File: src/rtl/cipher_pkg.sv
// Shared encodings for the cipher stream demux: engine selects, the default
// end-of-message token, FSM state codes and the engine rise timeout.
package cipher_pkg;

  localparam logic [1:0] SEL_CAESAR  = 2'd0;
  localparam logic [1:0] SEL_SCYTALE = 2'd1;
  localparam logic [1:0] SEL_ZIGZAG  = 2'd2;
  localparam logic [1:0] SEL_INVALID = 2'd3;

  localparam logic [7:0] START_TOKEN_DEFAULT = 8'hFA;

  localparam logic [0:0] IN_IDLE = 1'b0;
  localparam logic [0:0] IN_MSG  = 1'b1;

  localparam logic [1:0] OUT_POP       = 2'd0;
  localparam logic [1:0] OUT_WAIT_RISE = 2'd1;
  localparam logic [1:0] OUT_WAIT_FALL = 2'd2;

  // Cycles an engine gets to raise busy after receiving a token.
  localparam int RISE_TIMEOUT = 4;

endpackage

File: src/rtl/sync_fifo.sv
// Single-clock FIFO with a combinational head read so the consumer can
// decide on a pop in the same cycle the entry becomes visible.
module sync_fifo #(
  parameter int WIDTH = 10,
  parameter int DEPTH = 8
) (
  input  logic                   clk,
  input  logic                   rst_n,
  input  logic                   push_i,
  input  logic [WIDTH-1:0]       wdata_i,
  input  logic                   pop_i,
  output logic [WIDTH-1:0]       rdata_o,
  output logic                   full_o,
  output logic                   empty_o,
  output logic [$clog2(DEPTH):0] count_o
);

  localparam int AW = $clog2(DEPTH);

  logic [WIDTH-1:0] mem_q [DEPTH];
  logic [AW-1:0]    wr_ptr_q, rd_ptr_q;
  logic [AW:0]      count_q;
  logic             do_push, do_pop;

  assign full_o  = (count_q == (AW+1)'(DEPTH));
  assign empty_o = (count_q == '0);
  assign count_o = count_q;
  assign rdata_o = mem_q[rd_ptr_q];

  // A full FIFO refuses the push even when a pop happens in the same cycle.
  assign do_push = push_i && !full_o;
  assign do_pop  = pop_i && !empty_o;

  always_ff @(posedge clk) begin
    if (do_push) mem_q[wr_ptr_q] <= wdata_i;
  end

  always_ff @(posedge clk or negedge rst_n) begin
    if (!rst_n) begin
      wr_ptr_q <= '0;
      rd_ptr_q <= '0;
      count_q  <= '0;
    end else begin
      if (do_push) wr_ptr_q <= wr_ptr_q + 1'b1;
      if (do_pop)  rd_ptr_q <= rd_ptr_q + 1'b1;
      case ({do_push, do_pop})
        2'b10:   count_q <= count_q + 1'b1;
        2'b01:   count_q <= count_q - 1'b1;
        default: count_q <= count_q;
      endcase
    end
  end

endmodule

File: src/rtl/cipher_stream_demux.sv
// Routes whole messages (token included) from the encrypted stream to the
// engine chosen at message start, stalling while that engine decrypts.
module cipher_stream_demux
  import cipher_pkg::*;
#(
  parameter int                 D_WIDTH                = 8,
  parameter int                 FIFO_DEPTH             = 8,
  parameter logic [D_WIDTH-1:0] START_DECRYPTION_TOKEN = D_WIDTH'(START_TOKEN_DEFAULT)
) (
  input  logic               clk,
  input  logic               rst_n,
  input  logic [D_WIDTH-1:0] data_i,
  input  logic               valid_i,
  input  logic [1:0]         select_i,
  input  logic [2:0]         busy_i,
  output logic               ready_o,
  output logic [D_WIDTH-1:0] data0_o,
  output logic [D_WIDTH-1:0] data1_o,
  output logic [D_WIDTH-1:0] data2_o,
  output logic               valid0_o,
  output logic               valid1_o,
  output logic               valid2_o,
  output logic               overflow_o
);

  localparam int         EW = 2 + D_WIDTH;
  localparam int         CW = $clog2(FIFO_DEPTH) + 1;
  localparam logic [1:0] CH_SEL [3] = '{SEL_CAESAR, SEL_SCYTALE, SEL_ZIGZAG};

  logic [0:0]         in_state_q, in_state_d;
  logic [1:0]         sel_q, sel_d;
  logic [1:0]         out_state_q, out_state_d;
  logic [1:0]         wait_sel_q, wait_sel_d;
  logic [2:0]         wait_cnt_q, wait_cnt_d;
  logic               overflow_q, overflow_d;

  logic               fifo_full, fifo_empty;
  logic [CW-1:0]      fifo_count;
  logic [EW-1:0]      fifo_rdata;
  logic               in_idle, push, pop, push_tok;
  logic [1:0]         push_sel, head_sel;
  logic [D_WIDTH-1:0] head_data;
  logic [3:0]         busy_ext;

  assign ready_o   = (fifo_count != CW'(FIFO_DEPTH));
  assign in_idle   = (in_state_q == IN_IDLE);
  assign push_sel  = in_idle ? select_i : sel_q;
  assign push_tok  = (data_i == START_DECRYPTION_TOKEN);
  assign push      = valid_i && !fifo_full && !(in_idle && select_i == SEL_INVALID);
  assign overflow_d = valid_i && !push;

  assign head_sel  = fifo_rdata[EW-1 -: 2];
  assign head_data = fifo_rdata[D_WIDTH-1:0];
  // The invalid select code never reaches the FIFO; treat it as permanently busy.
  assign busy_ext  = {1'b1, busy_i};
  assign pop       = (out_state_q == OUT_POP) && !fifo_empty && !busy_ext[head_sel];

  always_comb begin
    in_state_d = in_state_q;
    sel_d      = sel_q;
    if (push) begin
      if (in_idle) sel_d = select_i;
      in_state_d = push_tok ? IN_IDLE : IN_MSG;
    end
  end

  always_comb begin
    out_state_d = out_state_q;
    wait_sel_d  = wait_sel_q;
    wait_cnt_d  = wait_cnt_q;
    case (out_state_q)
      OUT_POP: begin
        if (pop && head_data == START_DECRYPTION_TOKEN) begin
          wait_sel_d  = head_sel;
          wait_cnt_d  = '0;
          out_state_d = OUT_WAIT_RISE;
        end
      end
      OUT_WAIT_RISE: begin
        if (busy_ext[wait_sel_q])                      out_state_d = OUT_WAIT_FALL;
        else if (wait_cnt_q == 3'(RISE_TIMEOUT - 1))   out_state_d = OUT_POP;
        else                                           wait_cnt_d  = wait_cnt_q + 1'b1;
      end
      OUT_WAIT_FALL: begin
        if (!busy_ext[wait_sel_q]) out_state_d = OUT_POP;
      end
      default: out_state_d = OUT_POP;
    endcase
  end

  sync_fifo #(
    .WIDTH(EW),
    .DEPTH(FIFO_DEPTH)
  ) u_fifo (
    .clk    (clk),
    .rst_n  (rst_n),
    .push_i (push),
    .wdata_i({push_sel, data_i}),
    .pop_i  (pop),
    .rdata_o(fifo_rdata),
    .full_o (fifo_full),
    .empty_o(fifo_empty),
    .count_o(fifo_count)
  );

  always_ff @(posedge clk or negedge rst_n) begin
    if (!rst_n) begin
      in_state_q  <= IN_IDLE;
      sel_q       <= SEL_CAESAR;
      out_state_q <= OUT_POP;
      wait_sel_q  <= SEL_CAESAR;
      wait_cnt_q  <= '0;
      overflow_q  <= 1'b0;
    end else begin
      in_state_q  <= in_state_d;
      sel_q       <= sel_d;
      out_state_q <= out_state_d;
      wait_sel_q  <= wait_sel_d;
      wait_cnt_q  <= wait_cnt_d;
      overflow_q  <= overflow_d;
    end
  end

  for (genvar gi = 0; gi < 3; gi++) begin : g_lane
    logic               hit;
    logic [D_WIDTH-1:0] data_q;
    logic               valid_q;

    assign hit = pop && (head_sel == CH_SEL[gi]);

    always_ff @(posedge clk or negedge rst_n) begin
      if (!rst_n) begin
        data_q  <= '0;
        valid_q <= 1'b0;
      end else begin
        valid_q <= hit;
        if (hit) data_q <= head_data;
      end
    end
  end

  assign data0_o    = g_lane[0].data_q;
  assign data1_o    = g_lane[1].data_q;
  assign data2_o    = g_lane[2].data_q;
  assign valid0_o   = g_lane[0].valid_q;
  assign valid1_o   = g_lane[1].valid_q;
  assign valid2_o   = g_lane[2].valid_q;
  assign overflow_o = overflow_q;

endmodule

File: config.mk
export PLATFORM = sky130hd
export DESIGN_NAME = cipher_stream_demux
export DESIGN_NICKNAME = d
export VERILOG_FILES = /design/src/rtl/cipher_pkg.sv /design/src/rtl/sync_fifo.sv /design/src/rtl/cipher_stream_demux.sv
export SDC_FILE = /design/constraint.sdc
export NUM_CORES = 1
export LEC_CHECK = 0
export CAP_MARGIN = 20
export CORE_ASPECT_RATIO = 0.5
export CORE_MARGIN = 2
export CORE_UTILIZATION = 30
export DETAILED_ROUTE_END_ITERATION = 10
export PLACE_DENSITY = 0.5
export SETUP_SLACK_MARGIN = 0.2
export SYNTH_ARGS = -nofsm -noshare
export SYNTH_HDL_FRONTEND = slang
export SYNTH_SLANG_ARGS = --single-unit
File: constraint.sdc
create_clock -name clk -period 7.4 [get_ports clk]
set_input_delay 1.11 -clock clk [delete_from_list [all_inputs] [get_ports clk]]
set_output_delay 1.11 -clock clk [all_outputs]
set_load 0.02 [all_outputs]
==> flow_metrics.tcl <==
set metrics [dict create \
    hold-worst-slack_ps 501 \
    cp-endpoint "u_fifo.count_o[2]" \
    power_mw 2.97 \
    max-vdd-ir-drop_v 0.000184 \
    cp_data_required_time_ps 7690 \
    critical_path.endpoint_type "flop" \
    pwr-share-seq 0.367 \
    root_buf_cell "clkbuf_16" \
    power.switching_mw 1.01 \
    rsz0062_at_grt "false" \
    die_area_um2 18800 \
    tritoncts "yes" \
    via_count 2811 \
    yosys_most_used_dff "edfxtp_1" \
    via_per_inst 4.67 \
    crit_path_start "valid_i" \
    maxCapViolations 0 \
    power.switching_fraction 0.338 \
    crit-reg2reg-launch "u_fifo.rd_ptr_q[2]" \
    grtUsageTotal 0.129 \
    power_frac_clock 0.265 \
    postSynthAreaPerCell_um2 18.0 \
    timing_worst_setup_path_type "in -> reg" \
    power.density_nw_per_um2 449 \
    cts.sinks 128 \
    via_count_of_the_first_global_routing_pass 3023 \
    floorplan.die.height_um 98 \
    yosys.area.top_type "edfxtp_1" \
    drc_errors 0 \
    totalWireLength_um 11300 \
    layout.cells.non_filler 602 \
    num_rows 34 \
    internal_power_mw 1.97 \
    cts_hold_buffers 0 \
    setup_failing_eps_final 0 \
    result_of_the_run "finished clean" \
    cts_htree_levels 4 \
    r2r_setup_slack_ps 3720 \
    yosysUniqueCellTypes 50 \
    area.growth.synth_to_final_pct 24.9 \
    postRouteAntennaNets 0 \
    start_kind "primary input" \
    share_comb_of_total_power 0.368 \
    yosysSeqAreaShare 0.680 \
    routed_wirelength_normalized_by_instance_count_um 18.7 \
    ctsLongestPathBuffers 2 \
    globalplace.congestion 0.717 \
    reg2reg_depth 11 \
    report.final.hold_viol_count 0 \
    synth-warning-count 0 \
    timing.critical_path.fanout_max 9 \
    max_slew.worst_pin.slew_ps 993 \
    num_antenna_cells 0 \
    placement.io_buffers 44 \
    clock_latency_ps 410 \
    asyncSetResetFlopFracSynth 0.375 \
    synthesis.instances 294 \
    cts_made_buffers 17 \
    worstReg2RegEnd "u_fifo.count_o[2]" \
    die_width_um 192 \
    synth.top_cell.area_share 0.453 \
    layout_worst_path_cycle_share 0.498 \
    standard_cell_core_area_um2 17400 \
    post_cts.resized_instances 0 \
    peak_freq_ghz 0.272 \
    min_path_type "reg -> reg" \
    hpwlAfterDp_um 7450 \
    grt_antenna_before_repair 0 \
    ios 45 \
    fin_tns_setup_ps 0 \
    ys_ff_latch 128 \
    max-slew-margin-rel 0.335 \
    nets 378 \
    initial_core_utilization 0.305 \
    detail_route.iter0.violations 249 \
    worstPathArrival_ps 3970 \
    post-place-cells 569 \
    cellLeakagePower_nw 2.42 \
    syn_nets 317 \
    mappedNetlistArea_um2 5300 \
    layout-drive-gt1-share 0.272 \
    final.setup_skew_ps 13.5 \
    timing.final.crit_period_ps 3680 \
    report.final.slew_viol_count 0 \
    grt_first_pass_wirelength_um 17600 \
    grt_max_degree 49 \
    number_of_flops_mapped_to_enable_cells_by_yosys 80 \
    clkSlewWorstSetupHoldPaths_ps 60 \
    globalRoute.totalOverflow 0 \
    dr.pass1.iters 4 \
    cts_post_setup_buffers_inserted 0 \
    post_synth_main_area_contributors "edfxtp_1, dfrtp_1, mux2_2" \
]
-- layer usage --
metal  track usage  vias to the layer above  wire length (um)
met5             0                        -                 0
met4        0.0399                        0                98
met3        0.0359                        6               448
met2         0.210                       55              5630
met1         0.167                     1467              5110
li1              -                     1283                 -
-- final cells by class --
cell class | instances | area [um^2]
Tap cell | 234 | 293
Clock buffer | 18 | 429
Inverter | 8 | 30.0
Sequential cell | 128 | 3600
Fill cell | 1611 | 10700
Clock inverter | 14 | 131
Timing Repair Buffer | 51 | 500
Multi-Input combinational cell | 149 | 1640
-- state kept, by name, summed over array words and instances, names as in the netlist --
register	cells
data0_o	8
valid0_o	1
wait_sel_q	2
data1_o	8
valid1_o	1
wait_cnt_q	3
data2_o	8
valid2_o	1
out_state_q	2
u_fifo.rd_ptr_q	3
in_state_q	1
u_fifo.wr_ptr_q	3
u_fifo.count_o	4
sel_q	2
overflow_o	1
u_fifo.mem_q	80
-- per-stage QoR --
step / utilization / instance area (um^2) / setup WS [ps]
3_3_place_gp: 0.348 / 6040 / 3540
6_report: 0.382 / 6620 / 3720
3_5_place_dp: 0.348 / 6040 / 3370
4_1_cts: 0.380 / 6600 / 3720
2_1_floorplan: - / 5300 / 3800
5_1_grt: 0.382 / 6620 / 3510
-- cells in the mapped netlist (2+ instances only) --
library cell / count
edfxtp_1: 80
dfrtp_1: 48
mux2_2: 37
nand2_1: 16
mux4_2: 11
mux4_1: 9
nor2_1: 8
ha_1: 7
inv_1: 7
xor2_1: 6
nor3_1: 5
buf_2: 4
o21ai_0: 4
xnor2_1: 4
a21oi_1: 3
mux2i_1: 3
and2_1: 2
buf_6: 2
mux2_4: 2
nor2b_1: 2
nor3b_1: 2
nor4_1: 2
nor4b_1: 2
o31ai_1: 2
-- how the worst min path moves through the flow --
stage / start / endpoint / slack [ps] / cells after the start
after detailed placement: data0_o[4] / data0_o[4] / 490 / 1
after CTS: data2_o[4] / data2_o[4] / 510 / 1
after global placement: wait_cnt_q[2] / wait_cnt_q[2] / 470 / 2
final: data2_o[4] / data2_o[4] / 500 / 1
after floorplan: wait_cnt_q[2] / wait_cnt_q[2] / 460 / 2
after global routing: data2_o[4] / data2_o[4] / 520 / 1
-- logic make-up (layout without fill, tap and decap cells) --
group	count (synthesis)	in the layout	share of synthesized area
and+or+nand+nor	49	49	0.0559
muxes	64	64	0.188
xor gates and xnor gates	10	10	0.0165
adders and majority gates	7	7	0.0165
DFF	128	128	0.680
buffers and inverters	17	91	0.0179
AOI/OAI and AO/OA	19	19	0.0257
-- cell usage in the layout, fill, tap and decap left out, drive strengths merged, types with 2 or more instances in the layout --
cell / count
nand4b: 2
nor2: 8
nor3: 6
edfxtp: 80
and2: 2
o21ai: 5
nor2b: 2
nor4b: 2
mux2: 40
inv: 12
mux4: 20
clkinvlp: 4
a21oi: 3
nor3b: 2
nand2: 16
dfrtp: 48
buf: 8
ha: 7
xor2: 6
clkbuf: 18
xnor2: 4
clkdlybuf4s50: 43
o31ai: 2
mux2i: 4
clkinv: 5
nor4: 2
-- critical path, cell delays in order --
cell	delay, ps
clkdlybuf4s50_1	470
nand2_1	90
a21oi_1	480
clkinv_1	450
ha_1	390
xor2_1	180
ha_1	200
a21oi_1	190
xor2_1	200
nor2_1	70
xor2_1	140
-- power groups by stage --
stage               Combinational (mW)  Sequential, mW  Clock [mW]
global placement                  1.06            1.09           0
global route                      1.18            1.12       0.843
detailed placement                1.11            1.11           0
finish                            1.09            1.09       0.788
floorplan                        0.665            1.15           0
CTS                               1.11            1.10       0.802
(Power assumes the default switching activity.)
